### config.mk
export PLATFORM = sky130hd
export DESIGN_NAME = alu_pipe_core
export DESIGN_NICKNAME = d
export VERILOG_FILES = /design/src/rtl/alu_pipe_core.sv
export SDC_FILE = /design/constraint.sdc
export NUM_CORES = 1
export LEC_CHECK = 0
export CORE_AREA = 8 8 134 136
export DETAILED_ROUTE_END_ITERATION = 8
export DIE_AREA = 0 0 142 144
export GPL_TIMING_DRIVEN = 0
export SLEW_MARGIN = 20
export SYNTH_ARGS = -nofsm -noshare
export SYNTH_HDL_FRONTEND = slang
export SYNTH_SLANG_ARGS = --single-unit
### constraint.sdc
create_clock -name CLK -period 4 [get_ports CLK]
set_input_delay 0.6 -clock CLK [delete_from_list [all_inputs] [get_ports CLK]]
set_output_delay 0.6 -clock CLK [all_outputs]
set_load 0.02 [all_outputs]
### src/rtl/alu_pipe_core.sv
// rtl/alu_pipe_core.sv - handshaked ALU with one registered result path and an optional iterative divider
//
// Purpose: arithmetic/logic/compare/shift core that sits between an operand-issue
// stage and a result consumer. It takes one operation per accept
// (IN_VALID & IN_READY) and holds a single registered result until handoff
// (OUT_VALID & OUT_READY). Consumer backpressure stalls issue.
//
// Optional feature macro: ALU_DIV_EN
//   defined   - op 0011 with B!=0 runs a restoring divider (DATA_W+1 cycles)
//   undefined - op 0011 completes single-cycle with ALU_OUT=0, ERR_FLAG=1
//
// Ports:
//   CLK, RST            clock (rising edge), asynchronous active-high reset
//   A, B                operands, sampled on accept
//   ALU_FUN             [3:2] group (arith/logic/cmp/shift), [1:0] op
//   IN_VALID, IN_READY  issue-side handshake
//   ALU_OUT             zero-extended result
//   OUT_GROUP           ALU_FUN[3:2] of the op that produced ALU_OUT
//   CARRY_FLAG          carry / borrow / shifted-out bit
//   ZERO_FLAG           ALU_OUT == 0
//   ERR_FLAG            divide by zero (or divide without a divider)
//   OUT_VALID, OUT_READY consumer-side handshake

module alu_pipe_core #(
    parameter int DATA_W = 8,
    parameter int OUT_W  = 2 * DATA_W,
    parameter int CNT_W  = $clog2(DATA_W + 1)
) (
    input  logic              CLK,
    input  logic              RST,
    input  logic [DATA_W-1:0] A,
    input  logic [DATA_W-1:0] B,
    input  logic [3:0]        ALU_FUN,
    input  logic              IN_VALID,
    output logic              IN_READY,
    output logic [OUT_W-1:0]  ALU_OUT,
    output logic [1:0]        OUT_GROUP,
    output logic              CARRY_FLAG,
    output logic              ZERO_FLAG,
    output logic              ERR_FLAG,
    output logic              OUT_VALID,
    input  logic              OUT_READY
);

    if (DATA_W < 2 || OUT_W < 2 * DATA_W || CNT_W < $clog2(DATA_W + 1)) begin : g_param_check
        $error("alu_pipe_core: parameter out of range");
    end

    logic              accept;
    logic              load_single;
    logic              div_done;
    logic [OUT_W-1:0]  div_res;

    // single-cycle datapath
    logic [DATA_W:0]     sum;
    logic [DATA_W-1:0]   diff;
    logic [2*DATA_W-1:0] prod;
    logic [OUT_W-1:0]    op_res;
    logic                op_carry;
    logic                op_err;

    assign sum    = {1'b0, A} + {1'b0, B};
    assign diff   = A - B;
    assign prod   = {{DATA_W{1'b0}}, A} * {{DATA_W{1'b0}}, B};
    assign accept = IN_VALID & IN_READY;

    always_comb begin
        op_res   = '0;
        op_carry = 1'b0;
        op_err   = 1'b0;
        case (ALU_FUN)
            4'b0000: begin
                op_res[DATA_W:0] = sum;
                op_carry         = sum[DATA_W];
            end
            4'b0001: begin
                op_res[DATA_W-1:0] = diff;
                op_carry           = (A < B);
            end
            4'b0010: op_res[2*DATA_W-1:0] = prod;
            4'b0011: begin
`ifdef ALU_DIV_EN
                // Only loaded when B==0; nonzero divisors go to the divider.
                op_res[2*DATA_W-1:0] = {A, {DATA_W{1'b1}}};
`endif
                op_err = 1'b1;
            end
            4'b0100: op_res[DATA_W-1:0] = A & B;
            4'b0101: op_res[DATA_W-1:0] = A | B;
            4'b0110: op_res[DATA_W-1:0] = ~(A & B);
            4'b0111: op_res[DATA_W-1:0] = ~(A | B);
            4'b1000: op_res = (A == B) ? OUT_W'(1) : '0;
            4'b1001: op_res = (A > B)  ? OUT_W'(2) : '0;
            4'b1010: op_res = (A < B)  ? OUT_W'(3) : '0;
            4'b1011: op_res = '0;
            4'b1100: begin
                op_res[DATA_W-1:0] = {1'b0, A[DATA_W-1:1]};
                op_carry           = A[0];
            end
            4'b1101: begin
                op_res[DATA_W-1:0] = {A[DATA_W-2:0], 1'b0};
                op_carry           = A[DATA_W-1];
            end
            4'b1110: begin
                op_res[DATA_W-1:0] = {1'b0, B[DATA_W-1:1]};
                op_carry           = B[0];
            end
            default: begin
                op_res[DATA_W-1:0] = {B[DATA_W-2:0], 1'b0};
                op_carry           = B[DATA_W-1];
            end
        endcase
    end

`ifdef ALU_DIV_EN
    typedef enum logic {
        ST_IDLE = 1'b0,
        ST_DIV  = 1'b1
    } state_t;

    state_t            state;
    logic [DATA_W-1:0] div_rem;
    logic [DATA_W-1:0] div_q;     // dividend bits shift out MSB-first, quotient bits shift in
    logic [DATA_W-1:0] div_d;
    logic [CNT_W-1:0]  div_cnt;
    logic              div_start;
    logic [DATA_W:0]   trial;
    logic [DATA_W:0]   trial_sub;
    logic [DATA_W-1:0] nxt_rem;
    logic [DATA_W-1:0] nxt_q;

    assign IN_READY    = (state == ST_IDLE) & (~OUT_VALID | OUT_READY);
    assign div_start   = accept & (ALU_FUN == 4'b0011) & (B != '0);
    assign load_single = accept & ~div_start;

    // trial_sub[DATA_W] set means the shifted remainder is below the divisor.
    assign trial     = {div_rem, div_q[DATA_W-1]};
    assign trial_sub = trial - {1'b0, div_d};
    assign nxt_rem   = trial_sub[DATA_W] ? trial[DATA_W-1:0] : trial_sub[DATA_W-1:0];
    assign nxt_q     = {div_q[DATA_W-2:0], ~trial_sub[DATA_W]};

    // DATA_W iterations run on the edges after accept; the edge after the
    // last iteration loads the result and returns to IDLE.
    assign div_done = (state == ST_DIV) && (div_cnt == CNT_W'(DATA_W));

    always_comb begin
        div_res                  = '0;
        div_res[2*DATA_W-1:0]    = {div_rem, div_q};
    end

    always_ff @(posedge CLK or posedge RST) begin
        if (RST) begin
            state   <= ST_IDLE;
            div_rem <= '0;
            div_q   <= '0;
            div_d   <= '0;
            div_cnt <= '0;
        end else begin
            case (state)
                ST_IDLE: begin
                    if (div_start) begin
                        state   <= ST_DIV;
                        div_rem <= '0;
                        div_q   <= A;
                        div_d   <= B;
                        div_cnt <= '0;
                    end
                end
                ST_DIV: begin
                    if (div_cnt == CNT_W'(DATA_W)) begin
                        state <= ST_IDLE;
                    end else begin
                        div_rem <= nxt_rem;
                        div_q   <= nxt_q;
                        div_cnt <= div_cnt + CNT_W'(1);
                    end
                end
                default: state <= ST_IDLE;
            endcase
        end
    end
`else
    assign IN_READY    = ~OUT_VALID | OUT_READY;
    assign load_single = accept;
    assign div_done    = 1'b0;
    assign div_res     = '0;
`endif

    // result registers; a new load on the handoff edge keeps OUT_VALID high
    always_ff @(posedge CLK or posedge RST) begin
        if (RST) begin
            ALU_OUT    <= '0;
            OUT_GROUP  <= 2'b00;
            CARRY_FLAG <= 1'b0;
            ZERO_FLAG  <= 1'b0;
            ERR_FLAG   <= 1'b0;
            OUT_VALID  <= 1'b0;
        end else if (div_done) begin
            ALU_OUT    <= div_res;
            OUT_GROUP  <= 2'b00;
            CARRY_FLAG <= 1'b0;
            ZERO_FLAG  <= (div_res == '0);
            ERR_FLAG   <= 1'b0;
            OUT_VALID  <= 1'b1;
        end else if (load_single) begin
            ALU_OUT    <= op_res;
            OUT_GROUP  <= ALU_FUN[3:2];
            CARRY_FLAG <= op_carry;
            ZERO_FLAG  <= (op_res == '0);
            ERR_FLAG   <= op_err;
            OUT_VALID  <= 1'b1;
        end else if (OUT_READY) begin
            OUT_VALID  <= 1'b0;
        end
    end

endmodule

==> flow_summary.toml <==
[timing]
min_period_ns = 4.80
finalClockSkew_ns = 0.00224
worst_slew_pin_slew_ns = 0.875
fmax_ghz = 0.208
slew_headroom_pct = 41.2
finalCritPeriodShare_pct = 120
setup_violations = 12
setup_ws_ns = -0.803
grt_setup_unrepaired = "true"
finalHoldViolCount = 0
drv_slew = 0

[floorplan]
dieArea_um2 = 20400
dieWidth_um = 142
start_util_pct = 29.2
pin_count = 47
core_um2 = 16100
num_rows = 47
fp.dieH_um = 144

[critical_path]
cpPeakStageDelay_ns = 0.53
start_kind = "primary input"
cp_slowest_cell = "fa_1"
crit_type = "in2reg"
critPathArrivalTime_ns = 5.00
cpMostUsedCell = "fa_1"
path_buf_inv = 7
cp_top_family = "adder cells"
cp_max_fo = 5
path_cells = "buf_12 > clkinvlp_4 > nor2_2 > fa_1 > inv_1 > fa_1 > inv_2 > fa_1 > inv_1 > fa_1 > inv_2 > ha_4 > a21o_1 > a221oi_4 > xor2_2 > buf_6 > o221ai_2 > a2111oi_4 > nand4_1 > nor4_2 > a32o_1"
worstSetupEndpointType = "flip-flop"
required_ns = 4.19

[grt]
grt_max_degree = 23
overflow = 0
antenna_found_initial = 0
grt_pass1_vias = 4548
globalRouteTotalUtil_pct = 16.0
grt_first_pass_wirelength_mm = 25.8

[pwr]
leakagePower_uw = 0.00277
p_per_area_nw_per_um2 = 377
vdd_drop_max_mv = 0.239

[status]
violations = "setup timing"
outcome = "complete, but fails checks"

[synthesis]
syn_nets = 705
synth_top_area_share_pct = 16.2
syn_inst = 583
yosys-top-cells-count = "inv_1 (79), nor2_1 (64), ha_1 (60)"
yosys-top-cells-area = "fa_1 (16%), ha_1 (16%), dfrtp_1 (12%)"
yosysWarnings = 0
synth_edf_count = 0
synth_async_sr_flop_share_pct = 100
synth_ff_type = "dfrtp_1"
synth_cell_types = 75
avgSynthCellArea_um2 = 8.03
yosysMostFrequentCell = "inv_1"
synth_largest_area_cell = "fa_1"
seq_area_frac_synth_pct = 11.8
synthesis.area_um2 = 4680
ys_ff_latch = 22

[layout]
area_delta_synth_final_pct = 35.8
layout-drive-gt1-share_pct = 26.4
seq_area_um2 = 551
fin_nets = 796
fin_util_pct = 39.6
diodes = 0
nFillCells = 1588
multi_input_area_um2 = 4140

[drt]
drc = 0
drt-pass1-iter-count = 5
drt_iter0_drc = 377
ant_nets = 0
avgViaCountPerCell = 5.33
wire_per_inst_um = 18.6
routed_wl_mm = 16.6
dr_total_vias = 4759

[clocking]
cts-buffers-inserted = 3
clock_sinks = 22
clkSlewWorstSetupHoldPaths_ns = 0.06
clockRootBuffer = "clkbuf_16"
cts_tree = "built"
cts_max_level = 1
clkLatencyLatePin_ns = 0.25
cts.path.max_buffers = 2
cts_hold_buf = 0

[placed_design]
gp_congestion = 0.969
port_buffers = 46
place_ws_ns = -2.20
dp_hpwl_mm = 13.0

[min_path]
min_path_type = "reg2reg"

[job]
maxCapViolCount = 0
[power by group]
group | switching, uW | internal (uW)
Clock | 76.8 | 152
Sequential | 16.9 | 254
Combinational | 1010 | 894
[layer usage]
layer  vias to the layer above  GRT usage, %  part of all wire, %
met5                         -             0                    0
li1                       2213             -                    -
met4                         0          3.62                  2.2
met3                        28          1.78                  6.0
met1                      2350          21.9                   44
met2                       168          26.5                   47
[placed cells by master (no fill, tap or decap), types with 10 or more instances in the layout]
master and n:
inv_1 60, buf_4 37, inv_2 11, fa_1 38, clkdlybuf4s50_1 30, a21oi_1 15
nor2_1 50, dfrtp_1 22, ha_4 10, ha_1 48, buf_6 11, buf_2 13
nand2_1 55, o21ai_0 21, nor2b_1 10
[timing repair]
item | in CTS | in global routing
gates resized for setup | 194 | 18
setup buffers | 30 | 10
endpoints found under the setup margin | 14 | 13
pin swaps | 42 | 27
[registers in the layout (all words and copies together) (netlist names)]
signal and flops:
ALU_OUT 16, OUT_GROUP 2, CARRY_FLAG 1, ERR_FLAG 1, OUT_VALID 1, ZERO_FLAG 1
[stage by stage]
| stage | total power (uW) | cells | hold WS, ns | setup TNS (ns) | area [um^2] |
|---|---|---|---|---|---|
| global route | 2570 | 893 | 0.497 | -6.18 | 6360 |
| CTS | 2300 | 884 | 0.477 | -3.70 | 6220 |
| finish | 2400 | 893 | 0.472 | -4.72 | 6360 |
| detailed placement | 1690 | 850 | 0.461 | -19.54 | 5550 |
| global placement | 1680 | 849 | 0.461 | -19.55 | 5540 |
| floorplan | 1260 | 583 | 0.589 | -2.14 | 4800 |
[area by class of cell]
cell class / count / area share, %
buffer: 24 / 1.81
sequential: 22 / 8.66
clock buffer: 4 / 1.40
tap: 220 / 4.33
inverter: 83 / 5.65
timing repair buffer: 86 / 13.0
multi-input combinational: 454 / 65.2
[cell families (layout without fill, tap and decap cells)]
group | count (synthesis) | after routing | synth area share [%]
flops | 22 | 22 | 11.8
buf+inv | 107 | 197 | 9.11
xor+xnor | 18 | 18 | 3.37
compound gates | 132 | 132 | 20.5
fa+ha+maj | 98 | 98 | 32.3
simple gates | 193 | 193 | 19.6
mux | 13 | 13 | 3.39
[worst register-to-register path, cell delays in order (launching register included)]
cell,delay [ns]
dfrtp_1,0.37
nand2b_1,0.12
and2_1,0.13
buf_1,0.44
o2111ai_1,0.21
or3_4,0.45
a211oi_2,0.20
nand4_1,0.13
nor4_2,0.17
a32o_1,0.19
[path summary, 6_finish.rpt]
path,from,to,slack (ns),cells past startpoint
worst max-delay path,B[3],ZERO_FLAG,-0.80,21
worst min-delay path,ALU_OUT[15],ALU_OUT[15],0.47,2
worst max register to register,OUT_VALID,ZERO_FLAG,1.53,9
worst min register to register,ALU_OUT[15],ALU_OUT[15],0.47,2
max in group asynchronous,RST,ALU_OUT[4],2.67,2
min in group asynchronous,RST,OUT_VALID,0.81,2
Note: power is estimated with default switching activity, not from simulation.
